File: src/rtl/nn_pkg.sv
// Shared definitions for the neuron engine.
//
// Contents:
//   state_e        : evaluation FSM states (IDLE, RUN, ACT, DONE)
//   ACT_LEAK_SHIFT : right-shift applied to negative values by the leaky ReLU
//   clog2          : ceiling log2, usable in constant expressions
//   numBeats       : accumulation beats needed to cover n elements with a given lane count
//   accWidth       : accumulator width that cannot overflow for n products plus bias
//   beatWidth      : width of the beat counter for k beats (never less than 1)
package nn_pkg;

    typedef enum logic [1:0] {
        IDLE = 2'd0,
        RUN  = 2'd1,
        ACT  = 2'd2,
        DONE = 2'd3
    } state_e;

    localparam int ACT_LEAK_SHIFT = 3;

    function automatic int clog2(input int value);
        int r;
        r = 0;
        for (int i = 0; i < 31; i++) begin
            if ((1 << i) < value) begin
                r = i + 1;
            end
        end
        return r;
    endfunction

    function automatic int numBeats(input int n, input int lanes);
        return (n + lanes - 1) / lanes;
    endfunction

    // n products of 2*dw bits plus the bias fit in n+1 terms; one extra sign bit.
    function automatic int accWidth(input int n, input int dw);
        return 2 * dw + clog2(n + 1) + 1;
    endfunction

    function automatic int beatWidth(input int k);
        return (clog2(k + 1) < 1) ? 1 : clog2(k + 1);
    endfunction

endpackage

File: src/rtl/mac_lanes.sv
// Combinational multiply lanes for the neuron engine.
//
// Sums the signed products of LANES input/weight pairs. Lane 0 sits in the
// MSBs of each packed vector. A lane whose enable bit is low contributes 0,
// which is how the engine masks the tail lanes past element N-1.
//
// Ports:
//   inLanes_i     : LANES packed signed inputs, DW bits each
//   weightLanes_i : LANES packed signed weights, same packing
//   laneEn_i      : per-lane enable mask, bit l enables lane l
//   sum_o         : ACC_W-bit signed sum of the enabled products
module mac_lanes #(
    parameter int LANES = 2,
    parameter int DW    = 8,
    parameter int ACC_W = 21
) (
    input  logic [LANES*DW-1:0] inLanes_i,
    input  logic [LANES*DW-1:0] weightLanes_i,
    input  logic [LANES-1:0]    laneEn_i,
    output logic [ACC_W-1:0]    sum_o
);

    logic signed [2*DW-1:0] prodRaw [LANES];

    for (genvar l = 0; l < LANES; l++) begin : g_lane
        assign prodRaw[l] = $signed(inLanes_i[(LANES-1-l)*DW +: DW])
                          * $signed(weightLanes_i[(LANES-1-l)*DW +: DW]);
    end

    // Sign-extend each enabled product to the accumulator width and add.
    always_comb begin
        sum_o = '0;
        for (int l = 0; l < LANES; l++) begin
            if (laneEn_i[l]) begin
                sum_o = sum_o + {{(ACC_W-2*DW){prodRaw[l][2*DW-1]}}, prodRaw[l]};
            end
        end
    end

endmodule

File: src/rtl/neuron_engine.sv
// Neuron engine: N-input multiply-accumulate with bias, saturation and
// ReLU activation, result delivered over a valid/ready handshake.
//
// Operands are latched on the accepted start, then accumulated LANES
// products per beat over K = ceil(N/LANES) beats. One further cycle
// saturates to OUT_W bits and applies the activation.
//
// Configuration macro:
//   NEURON_LEAKY_RELU_EN : when defined, negative values are shifted right
//                          arithmetically by ACT_LEAK_SHIFT instead of
//                          being forced to zero.
//
// Ports:
//   clk       : rising-edge clock
//   rst_n     : asynchronous active-low reset
//   start     : begin an evaluation (only honoured when idle)
//   in_vec    : N packed signed inputs, element 0 in the MSBs
//   w_vec     : N packed signed weights, same packing
//   bias      : signed bias
//   busy      : high from start acceptance until the result is taken
//   out_valid : result is available
//   out_ready : consumer takes the result
//   result    : activated, saturated output
module neuron_engine
    import nn_pkg::*;
#(
    parameter int N     = 8,
    parameter int DW    = 8,
    parameter int LANES = 2,
    parameter int OUT_W = 16
) (
    input  logic              clk,
    input  logic              rst_n,
    input  logic              start,
    input  logic [N*DW-1:0]   in_vec,
    input  logic [N*DW-1:0]   w_vec,
    input  logic [DW-1:0]     bias,
    output logic              busy,
    output logic              out_valid,
    input  logic              out_ready,
    output logic [OUT_W-1:0]  result
);

    localparam int K      = numBeats(N, LANES);
    localparam int ACC_W  = accWidth(N, DW);
    localparam int BEAT_W = beatWidth(K);
    localparam int SLICE  = LANES * DW;
    localparam int TOT_W  = K * SLICE;
    localparam int PAD_W  = TOT_W - N * DW;

    state_e              state_q;
    logic [N*DW-1:0]     in_q;
    logic [N*DW-1:0]     w_q;
    logic [ACC_W-1:0]    acc_q;
    logic [ACC_W-1:0]    acc_d;
    logic [BEAT_W-1:0]   beat_q;
    logic                busy_q;
    logic                valid_q;
    logic [OUT_W-1:0]    result_q;

    logic [TOT_W-1:0]    inPad;
    logic [TOT_W-1:0]    wPad;
    logic [TOT_W-1:0]    inShift;
    logic [TOT_W-1:0]    wShift;
    logic [SLICE-1:0]    inBeat;
    logic [SLICE-1:0]    wBeat;
    logic [LANES-1:0]    laneEn;
    logic [ACC_W-1:0]    macSum;
    logic [ACC_W-1:0]    biasExt;
    logic [OUT_W-1:0]    satVal;
    logic [OUT_W-1:0]    actVal;

    // Pad the operand vectors up to a whole number of beats so every beat
    // can take a fixed-width slice; the padding lanes are also masked off.
    if (PAD_W > 0) begin : g_pad
        assign inPad = {in_q, {PAD_W{1'b0}}};
        assign wPad  = {w_q,  {PAD_W{1'b0}}};
    end else begin : g_nopad
        assign inPad = in_q;
        assign wPad  = w_q;
    end

    // Shifting left by one slice per beat brings the current beat's
    // elements to the top of the vector.
    always_comb begin
        inShift = inPad << (int'(beat_q) * SLICE);
        wShift  = wPad  << (int'(beat_q) * SLICE);
        inBeat  = inShift[TOT_W-1 -: SLICE];
        wBeat   = wShift[TOT_W-1 -: SLICE];
    end

    always_comb begin
        laneEn = '0;
        for (int l = 0; l < LANES; l++) begin
            laneEn[l] = (int'(beat_q) * LANES + l) < N;
        end
    end

    mac_lanes #(
        .LANES (LANES),
        .DW    (DW),
        .ACC_W (ACC_W)
    ) u_mac (
        .inLanes_i     (inBeat),
        .weightLanes_i (wBeat),
        .laneEn_i      (laneEn),
        .sum_o         (macSum)
    );

    assign biasExt = {{(ACC_W-DW){bias[DW-1]}}, bias};
    assign acc_d   = acc_q + macSum;

    // The value fits in OUT_W bits when every bit from the OUT_W sign bit
    // upward agrees; otherwise clamp toward the accumulator's sign.
    if (ACC_W >= OUT_W) begin : g_sat
        logic [ACC_W-OUT_W:0] upper;
        assign upper = acc_q[ACC_W-1:OUT_W-1];
        always_comb begin
            if ((&upper) || !(|upper)) begin
                satVal = acc_q[OUT_W-1:0];
            end else if (acc_q[ACC_W-1]) begin
                satVal = {1'b1, {(OUT_W-1){1'b0}}};
            end else begin
                satVal = {1'b0, {(OUT_W-1){1'b1}}};
            end
        end
    end else begin : g_nosat
        assign satVal = {{(OUT_W-ACC_W){acc_q[ACC_W-1]}}, acc_q};
    end

    always_comb begin
        actVal = satVal;
        if (satVal[OUT_W-1]) begin
`ifdef NEURON_LEAKY_RELU_EN
            actVal = $signed(satVal) >>> ACT_LEAK_SHIFT;
`else
            actVal = '0;
`endif
        end
    end

    // Evaluation FSM. Operands are captured only on an accepted start, so
    // later changes on the input buses or extra start pulses cannot disturb
    // an evaluation in flight.
    always_ff @(posedge clk or negedge rst_n) begin
        if (!rst_n) begin
            state_q  <= IDLE;
            in_q     <= '0;
            w_q      <= '0;
            acc_q    <= '0;
            beat_q   <= '0;
            busy_q   <= 1'b0;
            valid_q  <= 1'b0;
            result_q <= '0;
        end else begin
            unique case (state_q)
                IDLE: begin
                    if (start) begin
                        in_q    <= in_vec;
                        w_q     <= w_vec;
                        acc_q   <= biasExt;
                        beat_q  <= '0;
                        busy_q  <= 1'b1;
                        state_q <= RUN;
                    end
                end
                RUN: begin
                    acc_q  <= acc_d;
                    beat_q <= beat_q + 1'b1;
                    if (beat_q == BEAT_W'(K - 1)) begin
                        state_q <= ACT;
                    end
                end
                ACT: begin
                    result_q <= actVal;
                    valid_q  <= 1'b1;
                    state_q  <= DONE;
                end
                DONE: begin
                    if (out_ready) begin
                        valid_q <= 1'b0;
                        busy_q  <= 1'b0;
                        state_q <= IDLE;
                    end
                end
                default: state_q <= IDLE;
            endcase
        end
    end

    assign busy      = busy_q;
    assign out_valid = valid_q;
    assign result    = result_q;

endmodule

File: config.mk
export PLATFORM = sky130hd
export DESIGN_NAME = neuron_engine
export DESIGN_NICKNAME = d
export VERILOG_FILES = /design/src/rtl/nn_pkg.sv /design/src/rtl/mac_lanes.sv /design/src/rtl/neuron_engine.sv
export SDC_FILE = /design/constraint.sdc
export NUM_CORES = 1
export LEC_CHECK = 0
export ABC_AREA = 0
export ABC_CLOCK_PERIOD_IN_PS = 11100
export CAP_MARGIN = 40
export CORE_ASPECT_RATIO = 0.5
export CORE_MARGIN = 4
export CORE_UTILIZATION = 59
export CTS_CLUSTER_DIAMETER = 100
export DETAILED_ROUTE_END_ITERATION = 10
export GPL_ROUTABILITY_DRIVEN = 0
export PLACE_DENSITY = 0.89
export SETUP_SLACK_MARGIN = 0.1
export SLEW_MARGIN = 10
export SYNTH_ARGS = -nofsm -noshare
export SYNTH_HDL_FRONTEND = slang
export SYNTH_HIERARCHICAL = 1
export SYNTH_SLANG_ARGS = --single-unit
File: constraint.sdc
create_clock -name clk -period 11.1 [get_ports clk]
set_input_delay 1.665 -clock clk [delete_from_list [all_inputs] [get_ports clk]]
set_output_delay 1.665 -clock clk [all_outputs]
set_load 0.005 [all_outputs]
Word level (Yosys, flattened, before mapping)

Cells that the tools add are included.

Register bits after elaboration: 172
Bits in latches: 0
RAM bits: 0
ROM bits: 0
Output and inout port bits: 18
Logic and storage cells: 55
Memories kept: 0

Add/subtract/negate cells: 4
Multipliers: 2
Div/mod/pow operators: 0
Order comparisons: 2
Equal/unequal tests: 7
Shift operators: 2
Muxes and demuxes: 17
Bitwise gates (word level): 0
Reductions and logical operators: 13

Operator list:

| cell                                                       | count |
|---|---|
| << shifter 64 x 7 -> 64 bit                                | 2 |
| 2-to-1 mux 21 bit                                          | 3 |
| adder 21 bit                                               | 2 |
| case mux 21 bit (2 select lines)                           | 1 |
| multiplier 8 x 8 -> 16 bit                                 | 2 |
| 2-to-1 mux 16 bit                                          | 2 |
| 2-to-1 mux 15 bit                                          | 1 |
| case mux 2 bit (4 select lines)                            | 1 |
| 2-to-1 mux 2 bit                                           | 3 |
| inequality test 2 bit, second input constant               | 3 |
| case mux 3 bit (2 select lines)                            | 1 |
| AND reduction 2 bit                                        | 3 |
| AND reduction 3 bit                                        | 2 |
| AND reduction 6 bit                                        | 1 |
| nonzero test 2 bit                                         | 3 |
| OR reduction 6 bit                                         | 1 |
| adder 4 x 1 -> 5 bit, second input constant                | 1 |
| less-than comparator 5 x 4 -> 1 bit, second input constant | 1 |
| equality test 2 bit, second input constant                 | 2 |
| less-than comparator 4 bit, second input constant          | 1 |
| case mux 1 bit (2 select lines)                            | 2 |
| adder 3 x 1 -> 3 bit, second input constant                | 1 |
| equality test 3 x 2 -> 1 bit, second input constant        | 1 |
| 2-to-1 mux 3 bit                                           | 1 |
| 5 further kinds                                            | 6 |

Longest topological paths before layout

Depth in word-level cells: 7
Gate-level depth with buffers: 38

Hierarchy

Netlist, hierarchy kept.

Modules (own cells, without submodules):

| module        | times used | cells each | area an instance (um^2) |
|---|---|---|---|
| neuron_engine | 1          | 674        | 8599.5 |
| mac_lanes     | 1          | 709        | 5997.0 |

Least setup slack after synthesis

OpenSTA, ideal clock, no wires.

Path type: reg2reg
Start point: register beat_q[0]
End point: register acc_q[19]
Arrival time: 7.965 ns
Setup slack: 2.998 ns
Cell stages (with the launch flop): 37
Cell sequence: dfrtp_1 -> clkbuf_1 -> buf_2 -> mux4_2 -> and2_1 -> and2_1 -> fa_1 -> inv_1 -> fa_1 -> inv_1 -> fa_1 -> inv_1 -> fa_1 -> inv_1 -> ha_1 -> o21a_1 -> nand2_1 -> nand2b_1 -> a21oi_1 -> xnor2_1 -> and2_1 -> ha_1 -> o21a_1 -> o21a_1 -> nand2_1 -> o21ai_1 -> a21oi_1 -> xnor2_1 -> mux2_2 -> ha_1 -> a21o_1 -> a21o_1 -> a2111oi_0 -> nor2_1 -> a211oi_2 -> xnor2_1 -> a21oi_1

Word-level cells in the longest chain between the ends: 7

Ends and longest elaborated chain:

| what                               | RTL line             | RTL |
|---|---|---|
| start: declaration                 | neuron_engine.sv:56  | `logic [BEAT_W-1:0] beat_q;` |
| start signal: assignment           | neuron_engine.sv:169 | `beat_q <= beat_q + 1'b1;` |
| << shifter 64 x 7 -> 64 bit *      | neuron_engine.sv:86  | `inShift = inPad << (int'(beat_q) * SLICE);` |
| via inShift[59]                    | neuron_engine.sv:63  | `logic [TOT_W-1:0] inShift;` |
| multiplier 8 x 8 -> 16 bit *       | mac_lanes.sv:27      | `* $signed(weightLanes_i[(LANES-1-l)*DW +: DW]);` |
| 2-to-1 mux 21 bit *                | mac_lanes.sv:34      | `if (laneEn_i[l]) begin` |
| adder 21 bit                       | mac_lanes.sv:35      | `sum_o = sum_o + {{(ACC_W-2*DW){prodRaw[l][2*DW-1]}}, prodRaw[l]};` |
| 2-to-1 mux 21 bit *                | mac_lanes.sv:34      |  |
| via macSum[14]                     | neuron_engine.sv:68  | `logic [ACC_W-1:0] macSum;` |
| adder 21 bit *                     | neuron_engine.sv:111 | `assign acc_d = acc_q + macSum;` |
| case mux 21 bit (2 select lines) * | neuron_engine.sv:156 | `unique case (state_q)` |
| end signal: assignment             | neuron_engine.sv:161 | `acc_q <= biasExt;` |
| end: declaration                   | neuron_engine.sv:54  | `logic [ACC_W-1:0] acc_q;` |

The timed path passes the listed nets; every way through them passes the cells marked *.
A chain may end at the register's enable or synchronous reset.

Worst setup path after layout

Same ends and word-level chain as after synthesis.

==> summary.md <==
| Metric | Value |
|---|---|
| Vias in the first global route | 12,000 |
| CTS H-tree lvls | 4 |
| Slew HR | 0.463 |
| Cell Area, Synth | ~0.015 mm2 |
| Crit-path max FO | 22 |
| Pin count of the biggest net entering global routing | 78 |
| Worst path required time | 11.40 ns |
| Register area share after synthesis | 0.293 |
| Fraction of registers with async set or reset after synthesis | 1.00 |
| Hold Fails Final Rpt | 0 |
| Total GRT Usage | 0.292 |
| Yosys reg bits | 171 |
| Share of cells above drive strength 1 | 0.152 |
| Slowest stage delay, CP | 0.83 ns |
| DRC violations left | 0 |
| Sink Count | 171 |
| Clock tree from TritonCTS | done |
| Syn Area/Cell | ~11 um2 |
| CP startpoint | beat_q[0]$_DFFE_PN0P_ |
| Clk_skew | 0.0194 ns |
| Capturing point of the worst reg2reg path | acc_q[19]$_DFFE_PN0P_ |
| Primary FF master, synth | dfrtp_1 |
| Total number of vias | 11,100 |
| Dpl hpwl | ~30,000 um |
| Root buffer cell | clkbuf_16 |
| WS Path Type | flop to flop |
| Period Utilization, post-route | 0.819 |
| Router iterations before antenna repair | 7 |
| Tmin final | 9.09 ns |
| # IOs | 158 |
| CP startpoint kind | flop |
| Die ar. | 0.0275 mm2 |
| DR iter-0 viols | about 1,100 |
| Placed insts | 1,848 |
| WL final | 38,600 um |
| WHS | 0.494 ns |
| Final cell count without fillers | 1,880 |
| Synth cell types | 69 |
| Number of synthesized flops with an enable pin | 0 |
| Final Cell Area | 0.0173 mm2 |
| Min-Delay Path Class | flop to flop |
| Initial antenna violation count | 1 |
| Core ar. | between 0.02 and 0.025 mm2 |
| DIE HEIGHT | roughly 120 um |
| Clk Latency, worst-skew pair | around 0.47 ns |
| Outcome | complete, no violations |
| Max Cap Violations | 0 |
| # rows | 40 |
| Crit. End Element | flop |
| Number of diodes | 0 |
| Layout area overhead | 18.7% |
| Yosys warns | 6 |
| Post-CTS sizing | 0 |
| CTS Buffer Depth | 2 |
| Cell area after placement | 0.0166 mm2 |
| Reg2reg setup slack | roughly 2 ns |
| CTS buffer count | 17 |
| Initial Util | 0.604 |
| Cts hold-fix bufs | 0 |
| Net Count, Synth | 1,735 |
| Crit path arrival time | 9.39 ns |
| Setup violations, final | 0 |
| Most frequent cell on the critical path | fa_1 |
| RR Startpoint | beat_q[0]$_DFFE_PN0P_ |
| Die Span X | 230 um |
| # nets final | 1,884 |
| Post-CTS setup buffers | 0 |
| Routed wire per std cell | slightly above 20 um |
| Worst Tran Pin Value | 0.802 ns |
| First-pass GRT wire length | 63,100 um |
| FF-to-FF path depth | 34 |
| Maximum clock frequency | 110 MHz |
| Critical Path Sink | acc_q[19]$_DFFE_PN0P_ |
| Clk slew on worst S/H paths | 0.08 ns |
| Post-Route Setup TNS | 0 ns |
| Max stage delay cell, worst path | dfrtp_2 |
| Slew Limit Fails | 0 |
| Via density | 5.93 |
| Grt total ovfl | 0 |
| PortBufs | 156 |
| Post-DRT Antenna Nets | 0 |
| Syn Inst Count | 1,383 |
| RSZ-0062 raised after global routing | false |
==> flip-flops by register name (all words and copies together) (netlist names) <==
name       count
out_valid      1
acc_q         21
result        15
wPad          64
state_q        2
inPad         64
busy           1
beat_q         3
==> how the worst min path moves through the flow <==
stage	start	to	slack (ns)	cells past startpoint
finish	beat_q[2]$_DFFE_PN0P_	beat_q[2]$_DFFE_PN0P_	0.49	2
global route	inPad[17]$_DFFE_PN0P_	inPad[17]$_DFFE_PN0P_	0.51	1
CTS	beat_q[2]$_DFFE_PN0P_	beat_q[2]$_DFFE_PN0P_	0.49	2
detailed placement	beat_q[2]$_DFFE_PN0P_	beat_q[2]$_DFFE_PN0P_	0.48	2
global placement	beat_q[2]$_DFFE_PN0P_	beat_q[2]$_DFFE_PN0P_	0.47	2
floorplan	beat_q[2]$_DFFE_PN0P_	beat_q[2]$_DFFE_PN0P_	0.45	2
==> stage by stage <==
step                      worst slack, ns  utilization
after floorplan                      3.00            -
after CTS                            2.03        0.716
after detailed placement             2.11        0.689
after global routing                 1.50        0.717
final                                2.01        0.717
after global placement               2.34        0.681
==> cells by family after synthesis <==
logic type	after synthesis	synth area share
compound gates	205	0.0966
buf+inv	230	0.0598
fa+ha+maj	212	0.239
simple gates	332	0.117
mux	175	0.159
xor+xnor	57	0.0342
flops	171	0.293
other cells	1	0.000257
==> synth_stat cells (all sizes together) (7+ instances only) <==
cell type    n  area [um2]
nor2        67         254
fa         112        2240
mux2       140        1580
nand2b      12        75.1
o21ai       39         199
dfrtp      171        4280
clkbuf      36         136
a31oi        7        56.3
a21oi       58         294
o21bai       8        60.1
inv        187         702
a211oi       8        70.1
nand3       13        70.1
nand2       79         297
a21o        22         165
o21a         9        67.6
mux4        32         721
xor2        15         131
nor3         8        40.0
ha         100        1250
buf          7        35.0
xnor2       42         368
a41oi       16         140
and2       123         771
nor2b       10        62.6
==> routing by layer <==
layer	track usage	vias up	part of all wire
met4	0.0981	2	0.031
met2	0.500	455	0.49
li1	-	4983	-
met3	0.0657	90	0.068
met5	0	-	0.00034
met1	0.370	5613	0.41
==> critical path, delay by kind of cell (launching register included) <==
| kind | cells | cell delay (ns) |
|---|---|---|
| fa+ha+maj | 7 | 3.18 |
| compound gates | 11 | 2.21 |
| simple gates | 7 | 1.01 |
| flops | 1 | 0.83 |
| mux | 2 | 0.80 |
| buf+inv | 4 | 0.58 |
| xor+xnor | 3 | 0.33 |
==> final cells by class <==
type / count / area [um2]
clock inverter: 13 / 231
multi-input combinational: 982 / 9450
fill: 1558 / 6850
inverter: 187 / 702
sequential: 171 / 4280
timing repair buffer: 173 / 1800
clock buffer: 18 / 439
tap: 336 / 420
==> cells in the final DEF, fill, tap and decap left out, drive strengths merged, types with 4 or more instances in the layout <==
master and count:
a21o 22, ha 100, a31oi 7, fa 112, nor2b 10, a211o 6, o21a 9, dfrtp 171
bufinv 5, mux4 32, nand2b 12, clkbuf 18, o21bai 8, buf 18, clkdlybuf4s50 155, xor2 15
o31ai 4, xnor2 42, a311oi 4, o21ai 39, or3 5, a211oi 8, nand2 79, nand3 13
a21oi 58, a41oi 16, nor2 67, mux2 140, and2 123, nor3 8, inv 192
Power is not shown: default switching activity piles up to over one toggle a cycle in this logic, so the estimate is an artifact.
